## src/rtl/uart_pkg.sv

```systemverilog
// uart_pkg: register map, bit indices, FSM state types and divisor helper for uart_fifo_mmio
package uart_pkg;
    localparam logic [31:0] OFF_DATA   = 32'h000;
    localparam logic [31:0] OFF_CTRL   = 32'h004;
    localparam logic [31:0] OFF_STATUS = 32'h005;
    localparam logic [31:0] OFF_DIV    = 32'h100;

    localparam int CTRL_IE_RX    = 0;
    localparam int CTRL_IE_TX    = 1;
    localparam int CTRL_RX_FLUSH = 2;
    localparam int CTRL_TX_FLUSH = 3;
    localparam int CTRL_LOOPBACK = 4;

    localparam int ST_RX_NE      = 0;
    localparam int ST_RX_OVR     = 1;
    localparam int ST_TX_FULL    = 2;
    localparam int ST_RX_FULL    = 3;
    localparam int ST_TX_DROP    = 4;
    localparam int ST_TX_EMPTY   = 5;
    localparam int ST_TX_BUSY    = 6;
    localparam int ST_FRAME_ERR  = 7;

    localparam logic [31:0] MIN_DIV = 32'd2;

    typedef enum logic [1:0] {TX_IDLE, TX_START, TX_DATA, TX_STOP} tx_state_t;
    typedef enum logic [1:0] {RX_IDLE, RX_START, RX_DATA, RX_STOP} rx_state_t;

    function automatic logic [31:0] eff_div(input logic [31:0] d);
        return (d < MIN_DIV) ? MIN_DIV : d;
    endfunction
endpackage

```

## src/rtl/sync_fifo.sv

```systemverilog
// sync_fifo: single-clock FIFO with combinational head, flush, and push-on-full allowed when popping
module sync_fifo #(
    parameter int WIDTH = 8,
    parameter int DEPTH = 16
) (
    input  logic             clk,
    input  logic             rst,
    input  logic             push,
    input  logic             pop,
    input  logic             flush,
    input  logic [WIDTH-1:0] din,
    output logic [WIDTH-1:0] dout,
    output logic             full,
    output logic             empty
);
    localparam int AW = $clog2(DEPTH);

    logic [WIDTH-1:0] r_mem [DEPTH];
    logic [AW-1:0]    r_rd;
    logic [AW-1:0]    r_wr;
    logic [AW:0]      r_cnt;
    logic             w_pop;
    logic             w_push;

    assign empty  = r_cnt == '0;
    assign full   = r_cnt == (AW+1)'(DEPTH);
    assign dout   = r_mem[r_rd];
    assign w_pop  = pop & ~empty;
    assign w_push = push & (~full | w_pop);

    always_ff @(posedge clk or posedge rst) begin
        if (rst) begin
            r_rd  <= '0;
            r_wr  <= '0;
            r_cnt <= '0;
        end else if (flush) begin
            r_rd  <= '0;
            r_wr  <= '0;
            r_cnt <= '0;
        end else begin
            if (w_push) r_wr <= r_wr + 1'b1;
            if (w_pop) r_rd <= r_rd + 1'b1;
            r_cnt <= r_cnt + (AW+1)'(w_push) - (AW+1)'(w_pop);
        end
    end

    always_ff @(posedge clk) begin
        if (w_push & ~flush) r_mem[r_wr] <= din;
    end
endmodule

```

## src/rtl/uart_fifo_mmio.sv

```systemverilog
// uart_fifo_mmio: memory-mapped UART with TX/RX FIFOs, programmable divisor, sticky errors, irq and loopback
module uart_fifo_mmio
    import uart_pkg::*;
#(
    parameter logic [31:0] BASE_ADDR   = 32'h10010000,
    parameter int          FIFO_DEPTH  = 16,
    parameter logic [31:0] DEFAULT_DIV = 32'd434
) (
    input  logic        clk,
    input  logic        rst,
    input  logic [31:0] address,
    input  logic [31:0] write_data,
    input  logic [3:0]  write_mask,
    input  logic        write_enable,
    input  logic        read_enable,
    output logic [31:0] read_data,
    output logic        tx,
    input  logic        rx,
    output logic        irq
);
    logic        w_sel_data, w_sel_ctrl, w_sel_status, w_sel_div;
    logic        w_wr_data, w_wr_ctrl, w_wr_status, w_wr_div;
    logic [7:0]  w_clr, w_status, w_ctrl;
    logic        r_ie_rx, r_ie_tx, r_loopback;
    logic [31:0] r_div;
    logic        r_rx_ovr, r_tx_drop, r_frame_err, r_irq;
    logic [7:0]  w_tx_dout, w_rx_dout;
    logic        w_tx_full, w_tx_empty, w_tx_pop, w_tx_busy;
    logic        w_rx_full, w_rx_empty, w_rx_pop, w_rx_push, w_frame_err_set;

    assign w_sel_data   = address == BASE_ADDR + OFF_DATA;
    assign w_sel_ctrl   = address == BASE_ADDR + OFF_CTRL;
    assign w_sel_status = address == BASE_ADDR + OFF_STATUS;
    assign w_sel_div    = address == BASE_ADDR + OFF_DIV;
    assign w_wr_data    = write_enable & w_sel_data;
    assign w_wr_ctrl    = write_enable & w_sel_ctrl;
    assign w_wr_status  = write_enable & w_sel_status;
    assign w_wr_div     = write_enable & w_sel_div;
    assign w_clr        = {8{w_wr_status}} & write_data[7:0];
    assign w_rx_pop     = read_enable & w_sel_data & ~w_rx_empty;
    assign irq          = r_irq;

    sync_fifo #(.WIDTH(8), .DEPTH(FIFO_DEPTH)) u_tx_fifo (
        .clk(clk), .rst(rst), .push(w_wr_data), .pop(w_tx_pop),
        .flush(w_wr_ctrl & write_data[CTRL_TX_FLUSH]), .din(write_data[7:0]),
        .dout(w_tx_dout), .full(w_tx_full), .empty(w_tx_empty)
    );

    logic [7:0] r_rx_sh;

    sync_fifo #(.WIDTH(8), .DEPTH(FIFO_DEPTH)) u_rx_fifo (
        .clk(clk), .rst(rst), .push(w_rx_push), .pop(w_rx_pop),
        .flush(w_wr_ctrl & write_data[CTRL_RX_FLUSH]), .din(r_rx_sh),
        .dout(w_rx_dout), .full(w_rx_full), .empty(w_rx_empty)
    );

    // Flush bits act as write pulses and are never stored
    always_ff @(posedge clk or posedge rst) begin
        if (rst) begin
            r_ie_rx     <= 1'b0;
            r_ie_tx     <= 1'b0;
            r_loopback  <= 1'b0;
            r_div       <= DEFAULT_DIV;
            r_rx_ovr    <= 1'b0;
            r_tx_drop   <= 1'b0;
            r_frame_err <= 1'b0;
            r_irq       <= 1'b0;
        end else begin
            if (w_wr_ctrl) begin
                r_ie_rx    <= write_data[CTRL_IE_RX];
                r_ie_tx    <= write_data[CTRL_IE_TX];
                r_loopback <= write_data[CTRL_LOOPBACK];
            end
            for (int i = 0; i < 4; i++)
                if (w_wr_div && write_mask[i]) r_div[8*i +: 8] <= write_data[8*i +: 8];
            r_rx_ovr    <= (w_rx_push & w_rx_full & ~w_rx_pop) | (r_rx_ovr & ~w_clr[ST_RX_OVR]);
            r_tx_drop   <= (w_wr_data & w_tx_full & ~w_tx_pop) | (r_tx_drop & ~w_clr[ST_TX_DROP]);
            r_frame_err <= w_frame_err_set | (r_frame_err & ~w_clr[ST_FRAME_ERR]);
            r_irq       <= (r_ie_rx & ~w_rx_empty) | (r_ie_tx & w_tx_empty);
        end
    end

    always_comb begin
        w_status               = '0;
        w_status[ST_RX_NE]     = ~w_rx_empty;
        w_status[ST_RX_OVR]    = r_rx_ovr;
        w_status[ST_TX_FULL]   = w_tx_full;
        w_status[ST_RX_FULL]   = w_rx_full;
        w_status[ST_TX_DROP]   = r_tx_drop;
        w_status[ST_TX_EMPTY]  = w_tx_empty;
        w_status[ST_TX_BUSY]   = w_tx_busy;
        w_status[ST_FRAME_ERR] = r_frame_err;
        w_ctrl                 = '0;
        w_ctrl[CTRL_IE_RX]     = r_ie_rx;
        w_ctrl[CTRL_IE_TX]     = r_ie_tx;
        w_ctrl[CTRL_LOOPBACK]  = r_loopback;
        read_data = w_sel_data   ? {24'd0, w_rx_empty ? 8'd0 : w_rx_dout} :
                    w_sel_ctrl   ? {24'd0, w_ctrl} :
                    w_sel_status ? {24'd0, w_status} :
                    w_sel_div    ? r_div : 32'd0;
    end

    tx_state_t   r_tx_state, w_tx_next;
    logic [31:0] r_tx_cnt, r_tx_div;
    logic [2:0]  r_tx_bit;
    logic [7:0]  r_tx_sh;
    logic        w_tx_end;

    assign w_tx_end = r_tx_cnt == r_tx_div - 32'd1;

    always_ff @(posedge clk or posedge rst) begin
        if (rst) r_tx_state <= TX_IDLE;
        else r_tx_state <= w_tx_next;
    end

    always_comb begin
        w_tx_next = r_tx_state;
        case (r_tx_state)
            TX_IDLE:  if (!w_tx_empty) w_tx_next = TX_START;
            TX_START: if (w_tx_end) w_tx_next = TX_DATA;
            TX_DATA:  if (w_tx_end && r_tx_bit == 3'd7) w_tx_next = TX_STOP;
            TX_STOP:  if (w_tx_end) w_tx_next = w_tx_empty ? TX_IDLE : TX_START;
            default:  w_tx_next = TX_IDLE;
        endcase
    end

    always_comb begin
        tx        = (r_tx_state == TX_START) ? 1'b0 : (r_tx_state == TX_DATA) ? r_tx_sh[0] : 1'b1;
        w_tx_busy = r_tx_state != TX_IDLE;
        w_tx_pop  = ~w_tx_empty & ((r_tx_state == TX_IDLE) | ((r_tx_state == TX_STOP) & w_tx_end));
    end

    // A pop always starts a frame, so it also latches the divisor for that frame
    always_ff @(posedge clk or posedge rst) begin
        if (rst) begin
            r_tx_cnt <= '0;
            r_tx_div <= MIN_DIV;
            r_tx_bit <= '0;
            r_tx_sh  <= '0;
        end else begin
            r_tx_cnt <= (r_tx_state == TX_IDLE || w_tx_end) ? 32'd0 : r_tx_cnt + 32'd1;
            if (w_tx_pop) begin
                r_tx_sh  <= w_tx_dout;
                r_tx_div <= eff_div(r_div);
                r_tx_bit <= '0;
            end else if (r_tx_state == TX_DATA && w_tx_end) begin
                r_tx_sh  <= r_tx_sh >> 1;
                r_tx_bit <= r_tx_bit + 3'd1;
            end
        end
    end

    rx_state_t   r_rx_state, w_rx_next;
    logic        r_rx_s1, r_rx_s2, r_rx_prev;
    logic [31:0] r_rx_cnt, r_rx_div;
    logic [2:0]  r_rx_bit;
    logic        w_rx_fall, w_rx_half, w_rx_end, w_rx_tick;

    assign w_rx_fall = r_rx_prev & ~r_rx_s2;
    assign w_rx_half = r_rx_cnt == (r_rx_div >> 1) - 32'd1;
    assign w_rx_end  = r_rx_cnt == r_rx_div - 32'd1;
    assign w_rx_tick = (r_rx_state == RX_START) ? w_rx_half : w_rx_end;

    always_ff @(posedge clk or posedge rst) begin
        if (rst) r_rx_state <= RX_IDLE;
        else r_rx_state <= w_rx_next;
    end

    always_comb begin
        w_rx_next = r_rx_state;
        case (r_rx_state)
            RX_IDLE:  if (w_rx_fall) w_rx_next = RX_START;
            RX_START: if (w_rx_half) w_rx_next = r_rx_s2 ? RX_IDLE : RX_DATA;
            RX_DATA:  if (w_rx_end && r_rx_bit == 3'd7) w_rx_next = RX_STOP;
            RX_STOP:  if (w_rx_end) w_rx_next = RX_IDLE;
            default:  w_rx_next = RX_IDLE;
        endcase
    end

    always_comb begin
        w_rx_push       = (r_rx_state == RX_STOP) & w_rx_end & r_rx_s2;
        w_frame_err_set = (r_rx_state == RX_STOP) & w_rx_end & ~r_rx_s2;
    end

    // Loopback is muxed ahead of the synchroniser so both sources see identical timing
    always_ff @(posedge clk or posedge rst) begin
        if (rst) begin
            r_rx_s1   <= 1'b1;
            r_rx_s2   <= 1'b1;
            r_rx_prev <= 1'b1;
            r_rx_cnt  <= '0;
            r_rx_div  <= MIN_DIV;
            r_rx_bit  <= '0;
            r_rx_sh   <= '0;
        end else begin
            r_rx_s1   <= r_loopback ? tx : rx;
            r_rx_s2   <= r_rx_s1;
            r_rx_prev <= r_rx_s2;
            r_rx_cnt  <= (r_rx_state == RX_IDLE || w_rx_tick) ? 32'd0 : r_rx_cnt + 32'd1;
            if (r_rx_state == RX_IDLE) begin
                r_rx_bit <= '0;
                if (w_rx_fall) r_rx_div <= eff_div(r_div);
            end else if (r_rx_state == RX_DATA && w_rx_end) begin
                r_rx_sh  <= {r_rx_s2, r_rx_sh[7:1]};
                r_rx_bit <= r_rx_bit + 3'd1;
            end
        end
    end
endmodule

```

## config.mk

```make
export PLATFORM = sky130hd
export DESIGN_NAME = uart_fifo_mmio
export DESIGN_NICKNAME = d
export VERILOG_FILES = /design/src/rtl/uart_pkg.sv /design/src/rtl/sync_fifo.sv /design/src/rtl/uart_fifo_mmio.sv
export SDC_FILE = /design/constraint.sdc
export NUM_CORES = 1
export LEC_CHECK = 0
export BUFFER_PORTS_ARGS = -buffer_cell sky130_fd_sc_hd__buf_4
export CAP_MARGIN = 30
export CELL_PAD_IN_SITES_DETAIL_PLACEMENT = 0
export CELL_PAD_IN_SITES_GLOBAL_PLACEMENT = 1
export CORE_MARGIN = 2
export CORE_UTILIZATION = 51
export DETAILED_ROUTE_END_ITERATION = 8
export PLACE_DENSITY = 0.9
export REMOVE_ABC_BUFFERS = 1
export SYNTH_ARGS = -nofsm -noshare
export SYNTH_HDL_FRONTEND = slang
export SYNTH_SLANG_ARGS = --single-unit
```

## constraint.sdc

```tcl
create_clock -name clk -period 8.6 [get_ports clk]
set_clock_uncertainty 0.05 [all_clocks]
set_input_delay 0 -clock clk [delete_from_list [all_inputs] [get_ports clk]]
set_output_delay 0 -clock clk [all_outputs]
set_load 0.02 [all_outputs]
```

==> Word level (Yosys, flattened, before mapping) <==
Memories as Yosys holds them, arrays and structs flattened.
Cells that the tools add are included.
{ "classes": {"n_lt_le_gt_ge": 1, "bitwise_logic": 50, "eq_ne": 25, "n_reduce_logical": 25, "n_addsub": 15, "mux": 44} }
{ "op_table": {"columns": ["operator", "count"], "rows": [
  ["2-to-1 mux 32 bit", 7],
  ["== test 32 x 29 -> 1 bit, second input constant", 4],
  ["== test 32 bit", 3],
  ["adder 32 x 1 -> 32 bit, second input constant", 2],
  ["subtractor 32 x 1 -> 32 bit, second input constant", 2],
  ["less-than comparator 32 x 2 -> 1 bit, second input constant", 1],
  ["2-to-1 mux 4 bit", 8],
  ["subtractor 31 x 1 -> 32 bit, second input constant", 1],
  ["bitwise AND 1 bit", 29],
  ["2-to-1 mux 8 bit", 3],
  ["2-to-1 mux 2 bit", 9],
  ["adder 4 x 1 -> 4 bit, second input constant", 4],
  ["inequality test 2 bit, second input constant", 8],
  ["one-hot mux 2 bit (4 select lines)", 2],
  ["nonzero test 2 bit", 7],
  ["NOT 1 bit", 13],
  ["2-to-1 mux 3 bit", 4],
  ["adder 5 x 1 -> 5 bit", 2],
  ["== test 5 bit, second input constant", 2],
  ["logical NOT 5 bit", 2],
  ["2-to-1 mux 5 bit", 2],
  ["subtractor 5 x 1 -> 5 bit", 2],
  ["2-to-1 mux 1 bit", 9],
  ["bitwise AND 8 bit", 1],
  ["other kinds (10)", 33]
]} }
{ "totals": {"word_cells": 192, "ram_bits": 256, "mem_count": 2, "ff_bits": 222, "out_inout_bits": 34, "inputBits": 73} }
{ "memory_table": {"columns": ["name", "depth", "word_bits", "read_ports", "rd_clocked_by_memory_dff", "write_ports", "line", "text"], "rows": [
  ["u_rx_fifo.r_mem", 16, 8, 1, 0, 1, "sync_fifo.sv:18", "logic [WIDTH-1:0] r_mem [DEPTH];"],
  ["u_tx_fifo.r_mem", 16, 8, 1, 0, 1, "sync_fifo.sv:18", null]
]} }

==> Longest topological paths before layout <==
Gate-level depths: netlist of run 1.
{ "logic_depth": {"word_depth": 11, "ltp_mapped": 21, "depth_no_buf": 18} }

==> Hierarchy <==
A second synthesis of run 1 with hierarchy kept.
{ "hier_totals": {"cells_unflattened": 1879, "area_unflattened_um2": 23765.3} }
{ "by_module_without_submodules": {"columns": ["module", "seq_area_each_um2", "n_inst", "cells_each", "area_each_um2"], "rows": [
  ["uart_fifo_mmio", 4917.2, 1, 1207, 11971.5],
  ["sync_fifo at u_tx_fifo", 4169.0, 1, 339, 5921.9],
  ["sync_fifo at u_rx_fifo", 4169.0, 1, 333, 5871.9]
]} }

==> Worst setup path after synthesis of run 1 <==
OpenSTA, ideal clock, no wires.
{ "synth_path": {"path_kind": "register to register", "start": "register r_rx_div[10]", "end": "memory u_rx_fifo.r_mem[12][0], enable pin", "synth_period_minus_slack_ns": 4.686, "path_stages_with_launch": 12, "required_ns": 8.152, "setup_time_ns": 0.398, "arrival_ns": 4.239, "path_buffers": 3, "setup_slack_ns": 3.914, "cell_sequence": "dfrtp_1 > clkbuf_1 > or4_1 > or4_1 > nor3_1 > mux2_2 > nor4_2 > nand4_1 > or3_1 > buf_2 > buf_6 > nor4b_1"} }
{ "synth_via": {"elab_chain_len": 8} }
{ "synth_lines": {"columns": ["element", "line", "text"], "rows": [
  ["from (decl)", "uart_fifo_mmio.sv:155", "logic [31:0] r_rx_cnt, r_rx_div;"],
  ["from (signal assigned)", "uart_fifo_mmio.sv:202", "if (w_rx_fall) r_rx_div <= eff_div(r_div);"],
  ["subtractor 32 x 1 -> 32 bit", "uart_fifo_mmio.sv:161", "assign w_rx_end = r_rx_cnt == r_rx_div - 32'd1;"],
  ["== test 32 bit", "uart_fifo_mmio.sv:161", null],
  ["bitwise AND 1 bit (2 in a row)", "uart_fifo_mmio.sv:181", "w_rx_push = (r_rx_state == RX_STOP) & w_rx_end & r_rx_s2;"],
  ["bitwise AND 1 bit", "sync_fifo.sv:29", "assign w_push = push & (~full | w_pop);"],
  ["bitwise AND 1 bit", "sync_fifo.sv:48", "if (w_push & ~flush) r_mem[r_wr] <= din;"],
  ["2-to-1 mux 1 bit", "sync_fifo.sv:48", null],
  ["2-to-1 mux 1 bit (implied by the code)", "sync_fifo.sv:48", null],
  ["to (decl)", "sync_fifo.sv:18", null]
]} }
Every way passes these cells.

==> Final worst setup path of run 1 <==
{ "layout_path": {"start": "register r_tx_div[0]", "end": "register u_tx_fifo.r_cnt[4]"} }
{ "layout_via": {"elab_chain_len": 11} }
{ "layout_lines": {"columns": ["element", "line", "text"], "rows": [
  ["from (decl)", "uart_fifo_mmio.sv:104", "logic [31:0] r_tx_cnt, r_tx_div;"],
  ["from (signal assigned)", "uart_fifo_mmio.sv:144", "r_tx_div <= eff_div(r_div);"],
  ["subtractor 32 x 1 -> 32 bit *", "uart_fifo_mmio.sv:109", "assign w_tx_end = r_tx_cnt == r_tx_div - 32'd1;"],
  ["== test 32 bit *", "uart_fifo_mmio.sv:109", null],
  ["bitwise AND 1 bit *", "uart_fifo_mmio.sv:130", "w_tx_pop = ~w_tx_empty & ((r_tx_state == TX_IDLE) | ((r_tx_state == TX_STOP) & w_tx_end));"],
  ["bitwise OR 1 bit *", "uart_fifo_mmio.sv:130", null],
  ["bitwise AND 1 bit *", "uart_fifo_mmio.sv:130", null],
  ["bitwise AND 1 bit *", "sync_fifo.sv:28", "assign w_pop = pop & ~empty;"],
  ["bitwise OR 1 bit", "sync_fifo.sv:29", null],
  ["bitwise AND 1 bit", "sync_fifo.sv:29", null],
  ["adder 5 x 1 -> 5 bit", "sync_fifo.sv:43", "r_cnt <= r_cnt + (AW+1)'(w_push) - (AW+1)'(w_pop);"],
  ["subtractor 5 x 1 -> 5 bit *", "sync_fifo.sv:43", null],
  ["2-to-1 mux 5 bit *", "sync_fifo.sv:36", "end else if (flush) begin"],
  ["to (signal assigned)", "sync_fifo.sv:43", null],
  ["to (decl)", "sync_fifo.sv:21", "logic [AW:0] r_cnt;"]
]} }
Every way passes the cells marked *; elsewhere a longest branch is shown, timed or not.
A chain may end at the register's enable or synchronous reset.

==> results of run 1 <==
==> stage by stage <==
stage / hold slack [ns] / instance area (µm²) / instances / worst slack, ns
after detailed placement: 0.0701 / 25200 / 2539 / 3.54
after floorplan: 0.0489 / 23400 / 1797 / 2.49
after CTS: 0.0114 / 27500 / 2675 / 3.52
final: 0.0380 / 27500 / 2676 / 3.50
after global placement: 0.0586 / 25200 / 2537 / 3.74
after global routing: 0.0295 / 27500 / 2676 / 3.10
==> worst max-delay path, delay by kind of cell, from the launching register on <==
family | cells | cell delay (ns)
AND/OR/NAND/NOR | 8 | 2.51
AO/OA/AOI/OAI | 5 | 0.94
adder cells (fa/ha/maj) | 3 | 0.75
flip-flops | 1 | 0.45
XOR/XNOR | 1 | 0.14
buffers and inverters | 1 | 0.11
==> worst paths after layout <==
check	start	endpoint	slack [ns]	cells after the start
min in group asynchronous	rst	u_rx_fifo.r_wr[3]	0.56	4
max in group asynchronous	rst	r_tx_cnt[22]	5.98	7
worst min-delay path	write_mask[1]	r_div[13]	0.04	3
worst max register to register	r_tx_div[0]	u_tx_fifo.r_cnt[4]	3.50	18
worst max-delay path	r_tx_div[0]	u_tx_fifo.r_cnt[4]	3.50	18
worst min register to register	r_rx_s1	r_rx_s2	0.30	0
==> cell usage after synthesis, drive strengths merged, types with 17 or more instances <==
master / n
a21oi: 34
and2: 35
and3: 34
buf: 24
clkbuf: 88
dfrtp: 212
edfxtp: 256
ha: 34
inv: 40
mux2: 110
mux2i: 55
mux4: 56
nand2: 88
nand2b: 22
nand3: 51
nand4: 39
nor2: 161
nor2b: 19
nor3: 45
nor4: 51
o21ai: 40
or4: 17
xnor2: 100
xor2: 89
==> repair_timing <==
action / in CTS / in global routing
resized for setup: 0 / 0
endpoints found under the setup margin: 0 / 0
hold endpoints to repair: 261 / 0
buffers inserted: 0 / 0
hold buffers: 44 / 0
==> layout make-up <==
cell class	count	area, µm²	share of cell area [%]
flip-flops and latches	478	13300	48.2
multi-input cells	1279	10000	36.4
repair buffers	180	1500	5.46
clock buffers	57	1310	4.75
well taps	607	759	2.76
clock inverters	35	500	1.82
inverters	40	158	0.573
==> layer usage <==
metal  share of wire [%]  routed length [µm]  up-vias  GRT usage [%]
met5               0.041                  24        -              0
met2                  50               29400      514           42.0
met1                  42               24700     8216           32.5
met3                 6.0                3540      102           4.36
met4                 2.6                1570        4           7.27
li1                    -                   -     7363              -
==> cells by family (layout without fill, tap and decap cells) <==
logic type      Yosys count  count (layout)  synth area share, %
simple gates            633             633                 14.3
compound gates          200             200                 5.97
flops                   478             478                 55.5
xor+xnor                189             189                 6.94
buf+inv                 152             312                 2.57
fa+ha+maj                36              36                 1.95
mux                     221             221                 12.8
==> power by group through the flow <==
stage	Combinational (mW)	Sequential, mW	Clock (mW)
5_1_grt	0.395	2.52	2.48
3_3_place_gp	0.330	2.55	0
2_1_floorplan	0.228	2.53	0
4_1_cts	0.355	2.51	2.39
6_report	0.356	2.51	2.35
3_5_place_dp	0.337	2.56	0
==> sequential cells by signal, summed over array words and instances, names as in the netlist, 5 cells and up, named ones only <==
signal           cells
u_rx_fifo.r_mem    128
u_tx_fifo.r_mem    128
r_div               32
r_rx_cnt            32
r_rx_div            32
r_tx_cnt            32
r_tx_div            32
r_rx_sh              8
r_tx_sh              8
u_rx_fifo.r_cnt      5
u_tx_fifo.r_cnt      5
==> impl_metrics.yaml, run 1 <==
run_status:
  status: "finished clean"
yosys:
  synth_flop_cell: "edfxtp_1"
  syn_area_um2: 23900
  yosysSeqAreaShare_pct: 55.5
  synth_top_area_share_pct: 32.2
  async_reset_ff_share_pct: 46.4
  yosysWarnings: 0
  yosys-top-cells-area: "edfxtp_1 32%, dfrtp_1 22%, mux4_2 5.3%"
  synth_edf_count: 256
  syn_inst: 1909
  yosysUniqueCellTypes: 84
  synth_area_per_cell_um2: 12.5
  synth_seq_cells: 478
  synth_largest_area_cell: "edfxtp_1"
power_and_ir_drop:
  internal_power_mw: 4.02
  p_sw_mw: 1.20
  power-per-cell-area_nw_per_um2: 190
  peakVddDrop_mv: 0.146
  swShare_pct: 22.9
  pwr-share-clk_pct: 45.0
  p_seq_share_pct: 48.2
  power_leakage_nw: 11.3
  power_mw: 5.21
  combPwrFrac_pct: 6.8
final_layout:
  nNetsFinal: 2138
  final_cell_mix: "256 x edfxtp_1, 210 x dfrtp_1, 161 x nor2_1, 133 x buf_4, 110 x mux2_2"
  drive_gt1_share_pct: 20.6
  diodes: 0
  postLayoutCoreUtil_pct: 59.3
  layout_commonest_cell: "edfxtp_1"
  fill_cells: 3581
  area_delta_synth_final_pct: 15.2
drt:
  drc: 0
  drt-wirelength-per-cell_um: 22.1
  first_pass_iters: 5
  via_per_inst: 6.05
  num_vias: 16199
  ant_nets: 0
  drt_iter0_drc: 1403
  wl_mm: 59.3
clock_network:
  cts_inserted_buffers: 50
  cts_tree: "yes"
  clkTransAtPathRegs_ns: 0.06
  cts_root_buf: "clkbuf_16"
  cts_buffer_depth: 3
  cts.sinks: 478
  clk_latency_ns: 0.62
  cts_max_level: 2
setup_path:
  worst_ep_required_time_ns: 9.02
  cp_max_fo: 7
  crit_slowest_cell: "nor4b_1"
  path_cells: "inv_1, ha_1, nor4b_1, nand4_1, a2111oi_0, o211ai_1, nor4_1, nand4_1, o21ai_4, nand2_1, o21ai_0, ha_1, fa_1, a21oi_1, nor2_1, nor2_1, xnor2_1, nor2_1"
  critPathMostFrequentCell: "nor2_1"
  cp_data_arrival_time_ns: 5.51
  cp-start-kind: "flop"
  slowest_delay_ns: 0.75
  worstSetupEndpointType: "flop"
  path_class: "reg2reg"
placement:
  routabilityCongestion: 0.945
  dp.final_hpwl_mm: 41.1
  io_buffers: 106
floorplan:
  die_h_um: 220
  ios: 107
  initial_utilization_pct: 51.5
  num_rows: 79
  die_width_um: 220
  core_um2: 46400
  die_area_um2: 48500
job:
  maxCapViolCount: 0
grt:
  gr-total-overflow: 0
  track_usage_pct: 24.7
  antenna_found_initial: 2
  grt_max_degree: 94
  grt_first_pass_wirelength_mm: 91.9
  grt_pass1_vias: 15841
timing:
  setup_viol: 0
  fmax_ghz: 0.196
  slew_headroom_pct: 36.8
  rsz0062_at_grt: "no"
  hold_viol: 0
  slew_viol_final: 0
  fin_crit_sh_pct: 59.2
  period_minus_slack_ns: 5.10
  tns_ns: 0
  worst_pin_slew_ns: 0.941
worst_hold_path:
  hold_class: "in2reg"
No activity file was read; power rests on OpenSTA's default activity.
==> inputs of run 2 (changes only) <==
- ABC_AREA: not set -> 1
- CORE_UTILIZATION: 51 -> 44
- PLACE_DENSITY: 0.9 -> 0.87
- clock period: 8.6 -> 4.3 ns (I/O delays scaled with it)
==> impl_metrics.yaml, run 2 <==
setup_path:
  path_buf_inv: 2
  path_delay_family: "simple AND/OR/NAND/NOR gates"
  cp_data_arrival_time_ns: 4.33
  crit_slowest_cell: "dfrtp_1"
  cp-start-kind: "flop"
  crit_start: "r_rx_div[0]"
  ff2ff_setup_slack_ns: 0.48
  cp_max_fo: 13
  r2r_start: "r_rx_div[0]"
  path_cells: "inv_1, ha_1, nand2_4, nor2_4, nand2_1, o21ai_1, nand2_1, nand2_1, nand2_1, nor2_1, nand2_1, nor2_4, nand3_4, nor2_2, nand2_2, nor2_8, ha_1, fa_1, a21oi_1, o21bai_1, xor2_1, nand2_1, inv_1"
  worst_ep_required_time_ns: 4.81
  slowest_delay_ns: 0.42
  worstRegToRegCells: 23
  r2r_end: "u_rx_fifo.r_cnt[4]"
  critPathMostFrequentCell: "nand2_1"
  path_class: "reg2reg"
  worstSetupEndpointType: "flop"
drt:
  ant_nets: 0
  drt_iter0_drc: 1664
  first_pass_iters: 5
  drt-wirelength-per-cell_um: 18.4
  drc: 0
  via_per_inst: 5.35
  num_vias: 20002
  wl_mm: 68.7
yosys:
  synth_common_cells: "558 x nand2_1, 383 x nor2_1, 291 x inv_1"
  synth-compound-area-share_pct: 7.81
  async_reset_ff_share_pct: 46.4
  synth_seq_cells: 478
  synthSimpleGateAreaFrac_pct: 23.7
  yosysUniqueCellTypes: 57
  synth_area_per_cell_um2: 9.00
  yosys-top-cells-area: "edfxtp_1 31%, dfrtp_1 21%, nand2_1 8.4%"
  synth_top_area_share_pct: 30.8
  syn_area_um2: 24900
  yosysSeqAreaShare_pct: 53.2
  synth_flop_cell: "edfxtp_1"
  synth_edf_count: 256
  synth-adder-area-share_pct: 1.87
  syn_inst: 2768
  synth_largest_area_cell: "edfxtp_1"
  synth_most_common_cell: "nand2_1"
  synth_xor_xnor_area_share_pct: 6.13
  yosysWarnings: 0
  synth_mux_area_share_pct: 1.31
  synth_top_family_by_area: "simple AND/OR/NAND/NOR gates"
clock_network:
  cts_root_buf: "clkbuf_16"
  cts_buffer_depth: 3
  clkTransAtPathRegs_ns: 0.06
  cts_inserted_buffers: 50
  cts.sinks: 478
  cts_max_level: 2
  hold_buffers: 72
  clk_latency_ns: 0.63
  cts_tree: "yes"
  post_cts_buffers: 0
  ctsResizeCount: 0
timing:
  worst_hold_slack_ns: 0.0234
  worst_slack_ns: 0.477
  fin_crit_sh_pct: 88.9
  period_minus_slack_ns: 3.82
  slew_headroom_pct: 42.8
  tns_ns: 0
  fmax_ghz: 0.262
  worst_pin_slew_ns: 0.858
  setup_viol: 0
  slew_viol_final: 0
  rsz0062_at_grt: "no"
  hold_viol: 0
final_layout:
  layout_commonest_cell: "nand2_1"
  final_cell_mix: "558 x nand2_1, 383 x nor2_1, 290 x inv_1, 256 x edfxtp_1, 210 x dfrtp_1"
  reg_top3: "u_rx_fifo.r_mem: 128 flops, u_tx_fifo.r_mem: 128 flops"
  fin_cells: 3737
  area_delta_synth_final_pct: 16.0
  nNetsFinal: 3049
  fin_area_um2: 28900
  drive_gt1_share_pct: 11.0
  diodes: 0
grt:
  grt_max_degree: 110
  gr-total-overflow: 0
  grt_first_pass_wirelength_mm: 109
  grt_pass1_vias: 19842
  antenna_found_initial: 1
  track_usage_pct: 23.4
placement:
  post_dp_cell_area_um2: 26500
  dp_cells: 3572
  routabilityCongestion: 0.944
  io_buffers: 106
  dpl_worst_slack_ns: 0.474
  dp.final_hpwl_mm: 49.1
power_and_ir_drop:
  pwr-share-clk_pct: 38.5
  swShare_pct: 28.6
  combPwrFrac_pct: 16.1
  p_sw_mw: 3.24
  power-per-cell-area_nw_per_um2: 392
  internal_power_mw: 8.09
  peakVddDrop_mv: 0.318
  power_leakage_nw: 12.5
  p_seq_share_pct: 45.4
floorplan:
  num_rows: 87
  die_area_um2: 58600
  core_um2: 56200
  ios: 107
  die_width_um: 242
  initial_utilization_pct: 44.4
  die_h_um: 242
worst_hold_path:
  hold_class: "in2async"
job:
  maxCapViolCount: 0
run_status:
  status: "finished clean"
## run 2: cell types whose count changed in the layout (fill, tap and decap cells not counted), sizes merged, moves of 56 or more
cell   previous run  this run
o21ai            40       199
mux4             56         0
nand3            51       158
mux2            110        28
nand2            88       575
inv              41       298
nor2            161       421
## run 2: tightest hold or removal path, cell delays in order
cell and delay [ns]:
dlygate4sd3_1 0.54, buf_4 0.15, inv_8 0.49
## run 2: layout make-up
cell class | count | area [µm²]
well taps | 756 | 946
repair buffers | 205 | 1730
clock inverters | 25 | 290
clock buffers | 68 | 1370
flip-flops and latches | 478 | 13300
inverters | 301 | 1140
fillers | 5111 | 27300
multi-input cells | 1904 | 10200
## run 2: layer usage
metal	GRT usage, %	wire length [µm]
met3	4.11	4450
met1	31.2	29900
met5	0	10
met2	38.3	32200
met4	8.50	2190
## run 2: worst max-delay path by stage
stage               cells past startpoint               endpoint
floorplan                               1              async pin
global placement                       23     u_rx_fifo.r_cnt[4]
detailed placement                     18  u_rx_fifo.r_mem[1][3]
CTS                                    23     u_rx_fifo.r_cnt[4]
global route                           23     u_rx_fifo.r_cnt[4]
finish                                 23     u_rx_fifo.r_cnt[4]
## run 2: power groups by stage
stage               combinational [mW]  clock, mW  sequential, mW
finish                            1.82       4.36            5.14
CTS                               1.83       4.43            5.14
detailed placement                1.79          0            5.23
global route                      2.03       4.62            5.16
floorplan                         1.33          0            5.17
global placement                  1.77          0            5.22
## run 2: metrics by stage
stage / power, mW / utilization [%]
floorplan: 6.49 / -
global placement: 6.99 / 47.2
detailed placement: 7.02 / 47.2
CTS: 11.4 / 51.5
global route: 11.8 / 51.5
finish: 11.3 / 51.5
## run 2: cell families (layout without fill, tap and decap cells)
group / count (synthesis) / after routing
mux: 29 / 29
buf+inv: 386 / 599
xor+xnor: 165 / 165
compound gates: 348 / 348
fa+ha+maj: 36 / 36
flops: 478 / 478
simple gates: 1326 / 1326
